==> src/rtl/ifft_seq.sv <==
// Sequential radix-2 DIT inverse FFT.
// Serial load, one shared butterfly, serial unload.
module ifft_seq #(
  parameter int N  = 8,
  parameter int W  = 15,
  parameter int TW = 16
) (
  input  logic               clk,
  input  logic               rst,
  input  logic               in_valid,
  output logic               in_ready,
  input  logic signed [W:0]  in_re,
  input  logic signed [W:0]  in_im,
  output logic               out_valid,
  input  logic               out_ready,
  output logic signed [W:0]  out_re,
  output logic signed [W:0]  out_im,
  output logic               out_last,
  output logic               busy
);

  localparam int LG = $clog2(N);
  localparam int AW = LG;
  localparam int KW = AW - 1;
  localparam int SW = (LG > 1) ? $clog2(LG) : 1;
  localparam int NH = N / 2;
  localparam int PW = TW + W + 1;
  localparam int W1 = W + 1;
  localparam int W2 = W + 2;
  localparam int W3 = W + 3;

  typedef enum logic [1:0] {
    LOAD    = 2'd0,
    COMPUTE = 2'd1,
    UNLOAD  = 2'd2
  } state_t;

  state_t state, state_nxt;

  logic [AW-1:0] cnt;
  logic [AW-1:0] bf;
  logic [AW-1:0] idx;
  logic [SW-1:0] stage;

  logic signed [W:0] mem_re [N];
  logic signed [W:0] mem_im [N];

  logic signed [TW-1:0] rom_re [NH];
  logic signed [TW-1:0] rom_im [NH];

  function automatic logic [AW-1:0] bitrev(input logic [AW-1:0] a);
    logic [AW-1:0] r;
    for (int i = 0; i < AW; i++) r[i] = a[AW-1-i];
    return r;
  endfunction

  // Conjugate twiddle exp(+j*2*pi*k/N), rounded and clamped to Q1.(TW-1)
  function automatic logic signed [TW-1:0] tw_val(input int k,
                                                  input bit sel_im);
    real a, v, s, lim;
    a   = 2.0 * 3.14159265358979323846 * real'(k) / real'(N);
    v   = sel_im ? $sin(a) : $cos(a);
    lim = 2.0 ** (TW - 1);
    s   = v * lim;
    s   = (s >= 0.0) ? s + 0.5 : s - 0.5;
    if (s > lim - 1.0) s = lim - 1.0;
    if (s < -lim) s = -lim;
    return TW'($rtoi(s));
  endfunction

  for (genvar g = 0; g < NH; g++) begin : g_rom
    assign rom_re[g] = tw_val(g, 1'b0);
    assign rom_im[g] = tw_val(g, 1'b1);
  end

  logic ld_fire;
  logic ul_fire;
  logic bf_wrap;
  logic last_bf;

  assign ld_fire = (state == LOAD) && in_valid;
  assign ul_fire = (state == UNLOAD) && out_ready;
  assign bf_wrap = (bf == AW'(NH - 1));
  assign last_bf = bf_wrap && (stage == SW'(LG - 1));

  logic [AW-1:0] half;
  logic [AW-1:0] jj;
  logic [AW-1:0] top;
  logic [AW-1:0] bot;
  logic [KW-1:0] kk;

  logic signed [TW-1:0] wr, wi;
  logic signed [W:0]    ar, ai, br, bi;
  logic signed [PW-1:0] p_rr, p_ii, p_ri, p_ir;
  logic signed [W2-1:0] q_rr, q_ii, q_ri, q_ir;
  logic signed [W2-1:0] t_re, t_im;
  logic signed [W3-1:0] s_tre, s_tim, s_bre, s_bim;
  logic signed [W:0]    n_tre, n_tim, n_bre, n_bim;

  // Butterfly address generation and datapath for the current bf/stage
  always_comb begin
    half = AW'(1) << stage;
    jj   = bf & (half - AW'(1));
    top  = ((bf >> stage) << (int'(stage) + 1)) | jj;
    bot  = top | half;
    kk   = KW'(jj << (LG - 1 - int'(stage)));
    wr   = rom_re[kk];
    wi   = rom_im[kk];
    ar   = mem_re[top];
    ai   = mem_im[top];
    br   = mem_re[bot];
    bi   = mem_im[bot];
    p_rr = PW'(wr) * PW'(br);
    p_ii = PW'(wi) * PW'(bi);
    p_ri = PW'(wr) * PW'(bi);
    p_ir = PW'(wi) * PW'(br);
    q_rr = W2'(p_rr >>> (TW - 1));
    q_ii = W2'(p_ii >>> (TW - 1));
    q_ri = W2'(p_ri >>> (TW - 1));
    q_ir = W2'(p_ir >>> (TW - 1));
    t_re = q_rr - q_ii;
    t_im = q_ri + q_ir;
    s_tre = W3'(ar) + W3'(t_re);
    s_tim = W3'(ai) + W3'(t_im);
    s_bre = W3'(ar) - W3'(t_re);
    s_bim = W3'(ai) - W3'(t_im);
    n_tre = W1'(s_tre >>> 1);
    n_tim = W1'(s_tim >>> 1);
    n_bre = W1'(s_bre >>> 1);
    n_bim = W1'(s_bim >>> 1);
  end

  // State register
  always_ff @(posedge clk) begin
    if (rst) state <= LOAD;
    else     state <= state_nxt;
  end

  // Next-state logic
  always_comb begin
    state_nxt = state;
    unique case (state)
      LOAD: begin
        if (in_valid && (cnt == AW'(N - 1))) state_nxt = COMPUTE;
      end
      COMPUTE: begin
        if (last_bf) state_nxt = UNLOAD;
      end
      UNLOAD: begin
        if (out_ready && (idx == AW'(N - 1))) state_nxt = LOAD;
      end
      default: state_nxt = LOAD;
    endcase
  end

  // Load counter, butterfly/stage counters and unload index
  always_ff @(posedge clk) begin
    if (rst) begin
      cnt   <= '0;
      bf    <= '0;
      stage <= '0;
      idx   <= '0;
    end else begin
      if (ld_fire) begin
        cnt <= (cnt == AW'(N - 1)) ? '0 : cnt + AW'(1);
      end
      if (state == COMPUTE) begin
        if (bf_wrap) begin
          bf    <= '0;
          stage <= (stage == SW'(LG - 1)) ? '0 : stage + SW'(1);
        end else begin
          bf <= bf + AW'(1);
        end
      end
      if (ul_fire) begin
        idx <= (idx == AW'(N - 1)) ? '0 : idx + AW'(1);
      end
    end
  end

  // Sample memory: bit-reversed load writes, in-place butterfly writes
  always_ff @(posedge clk) begin
    if (!rst) begin
      if (ld_fire) begin
        mem_re[bitrev(cnt)] <= in_re;
        mem_im[bitrev(cnt)] <= in_im;
      end else if (state == COMPUTE) begin
        mem_re[top] <= n_tre;
        mem_im[top] <= n_tim;
        mem_re[bot] <= n_bre;
        mem_im[bot] <= n_bim;
      end
    end
  end

  // Handshake and output data decoded from state
  always_comb begin
    in_ready  = (state == LOAD);
    out_valid = (state == UNLOAD);
    busy      = (state != LOAD);
    out_last  = (state == UNLOAD) && (idx == AW'(N - 1));
    out_re    = (state == UNLOAD) ? mem_re[idx] : '0;
    out_im    = (state == UNLOAD) ? mem_im[idx] : '0;
  end

endmodule

==> config.mk <==
export PLATFORM = sky130hd
export DESIGN_NAME = ifft_seq
export DESIGN_NICKNAME = d
export VERILOG_FILES = /design/src/rtl/ifft_seq.sv
export SDC_FILE = /design/constraint.sdc
export NUM_CORES = 2
export LEC_CHECK = 0
export ABC_AREA = 1
export CORE_ASPECT_RATIO = 0.6
export CORE_MARGIN = 1
export CORE_UTILIZATION = 30
export CTS_CLUSTER_DIAMETER = 150
export DETAILED_ROUTE_END_ITERATION = 7
export GPL_TIMING_DRIVEN = 0
export PLACE_DENSITY = 0.54
export SYNTH_ARGS = -nofsm -noshare
export SYNTH_HDL_FRONTEND = slang
export SYNTH_SLANG_ARGS = --single-unit
==> constraint.sdc <==
create_clock -name clk -period 13.4 [get_ports clk]
set_input_delay 2.68 -clock clk [delete_from_list [all_inputs] [get_ports clk]]
set_output_delay 2.68 -clock clk [all_outputs]
set_load 0.1 [all_outputs]
==> run summary <==
status = complete, but fails checks
failing checks = capacitance limit, slew limit
async set or reset register ratio after synthesis = 0
Layout area overhead = 12.5%
Tot GR Track Use = 0.302
synthesized flop and latch total = 272
xor/xnor share of the synthesized area = 0.0293
Critical Path AT = 13230 ps
crit path time final = 12850 ps
Worst Hold Path Cells = 2
Buffers on Ports = 71
first-pass GRT wire length = 363000 microns
largest net degree at the start of global routing = 19
Cell Rows = 117
Die W = 538 microns
wire per inst = 29.9 microns
pre-CTS setup slack = -2790 ps
CP required = 13780 ps
nets@finish = 7845
Crit-path slowest cell = fa_1
die area = 174000 sq um
Startpoint Class = flop
max-cap violations = 32
vias in the first global route = 45956
final WL = 264000 microns
Compound-Gate Fraction of Synth Area = 0.136
Avg Inst Size Synth = 8.09 sq um
Synth Net Count = 7696
count of final hold-check violations = 0
slowest stage delay, CP = 660 ps
H-tree depth = 1
Least-Margin Pin Slew = 1690 ps
drt initial violations = 7331
chip height = 323 microns
share of cells above drive strength 1 = 0.0598
GRT overflow = 0
clk buf depth = 3
CP Max Fanout = 10
clock skew = 33.7 ps
DRT Pass-1 Iters = 6
initial antenna violation count = 30
clock latency on the worst-skew pair = 650 ps
routed vias/inst = 5.50
Post-Synthesis Cells = 6389
mux contribution to synthesized area = 0
clock net sink count = 272
initial cell density of the core = 0.303
Synth warnings = 0
Top Ports = 72
Synth cell types = 56
CTS Buf Count = 27
final worst slack = 550 ps
Adder-Cell Fraction of Synth Area = 0.417
f_max = 77.8 MHz
hold bufs inserted after CTS = 0
CP Capture Type = flop
commonest register cell after synthesis = edfxtp_1
Worst-path clk slew = 70 ps
max-slew violation count = 324
kind of critical path = flop to flop
largest family of logic cells by synthesized area = adder cells
Post-DRT Antenna Nets = 0
Most common cell on crit path = nand2_1
Post-synth EDFFs = 256
Max transition margin = -0.127
clock root buffer master = clkbuf_16
via count = 48598
final setup fails = 0
crit share post-route = 0.959
cells on worst reg2reg path = 55
core area = 170000 sq um
worst hold path type = flop to flop
CTS tree = built
drt drc = 0
GP Congestion = 1.10
Mapped Area = 51700 sq um
HPWL Detailed = 218000 microns
post-synthesis simple-gate area fraction = 0.140
sequential share of the synthesized area = 0.155
==> per-stage QoR <==
step                TNS (ps)  cells  instance area (sq um)  hold slack [ps]   util
floorplan                  0   6389                  51700              448      -
global placement     -288530   8721                  55200              476  0.324
detailed placement   -328960   8739                  55700              485  0.327
CTS                        0   8791                  57300              499  0.336
global route            -354   8821                  58100              531  0.341
finish                     0   8840                  58100              502  0.341
==> worst max-delay path, delay by kind of cell, from the launching register on <==
family                     cells  cell delay, ps
AOI/OAI and AO/OA             10            1570
xor gates and xnor gates       2             780
adders and majority gates     10            4810
buffers and inverters          8            1320
DFF                            1             390
and+or+nand+nor               25            3630
==> Yosys cell counts, types with 5 or more instances <==
cell type / count / area [sq um]
or2_2: 14 / 87.6
a21o_1: 15 / 113
o211ai_1: 150 / 1130
o31ai_1: 5 / 37.5
a31oi_1: 48 / 300
a21oi_1: 350 / 1750
inv_2: 9 / 33.8
nor3_1: 24 / 120
ha_1: 518 / 6480
nand2_2: 15 / 93.8
nand3_1: 239 / 1200
o21ai_1: 26 / 130
a21boi_0: 6 / 45.0
dfxtp_1: 16 / 320
a22oi_1: 17 / 128
nand4_1: 33 / 206
a211oi_1: 7 / 52.6
buf_2: 8 / 40.0
nand2_1: 1047 / 3930
inv_1: 1420 / 5330
xor2_1: 116 / 1020
o21bai_1: 26 / 195
edfxtp_1: 256 / 7690
nor2_1: 341 / 1280
fa_1: 753 / 15100
xnor2_1: 54 / 473
o21a_1: 7 / 52.6
buf_1: 24 / 90.1
nand3_2: 8 / 80.1
o21ai_0: 575 / 2880
clkbuf_1: 203 / 762
==> timing repair <==
item | CTS | global route
pin swaps | 1 | 18
buffers inserted | 5 | 30
gates resized for setup | 164 | 167
cloned | 0 | 0
endpoints found under the setup margin | 240 | 165
==> sequential cells by signal, summed over array words and instances, names as in the netlist, named ones only <==
signal and count:
state 2, stage 2, idx 3, cnt 3, bf 3, mem_re 128, mem_im 128
==> cells in the final DEF (no fill, tap or decap), types with 37 or more instances in the layout <==
master,instances
edfxtp_1,256
a21oi_1,339
ha_1,515
o211ai_1,150
clkbuf_1,147
fa_1,753
nor2_1,292
nand3_1,234
xnor2_1,44
a31oi_1,47
xor2_1,97
clkdlybuf4s50_1,71
inv_1,1415
buf_4,37
o21ai_0,557
nand2_1,1026
==> area by class of cell <==
type / count / area (sq um)
fill: 17994 / 112000
multi-input combinational: 4443 / 38300
sequential: 272 / 8010
inverter: 1433 / 5390
tap: 2261 / 2830
timing repair buffer: 128 / 1440
buffer: 233 / 1170
clock buffer: 31 / 691
clock inverter: 19 / 256
antenna: 20 / 50.0
==> final timing paths <==
check	from	to	slack [ps]
worst min register to register	idx[2]$_SDFFE_PP0P_	idx[2]$_SDFFE_PP0P_	500
worst max register to register	stage[0]$_SDFFE_PP0P_	mem_re[1][15]$_DFFE_PP_	550
worst max-delay path	stage[0]$_SDFFE_PP0P_	mem_re[1][15]$_DFFE_PP_	550
worst min-delay path	idx[2]$_SDFFE_PP0P_	idx[2]$_SDFFE_PP0P_	500
==> cell families after synthesis <==
logic type,count (synthesis)
compound gates,1254
xor+xnor,171
fa+ha+maj,1271
buf+inv,1674
flops,272
simple gates,1747
==> layer usage <==
| metal | vias to the layer above | share of wire | GRT usage |
|---|---|---|---|
| met3 | 357 | 0.18 | 0.171 |
| met4 | 4 | 0.023 | 0.0568 |
| met2 | 3443 | 0.33 | 0.343 |
| met1 | 24220 | 0.47 | 0.465 |
| li1 | 20574 | - | - |
| met5 | - | 0.00050 | 0 |
Power is left out: the tool's default activity adds up to more than one toggle a clock period on the data nets, which glitch-free logic cannot reach.
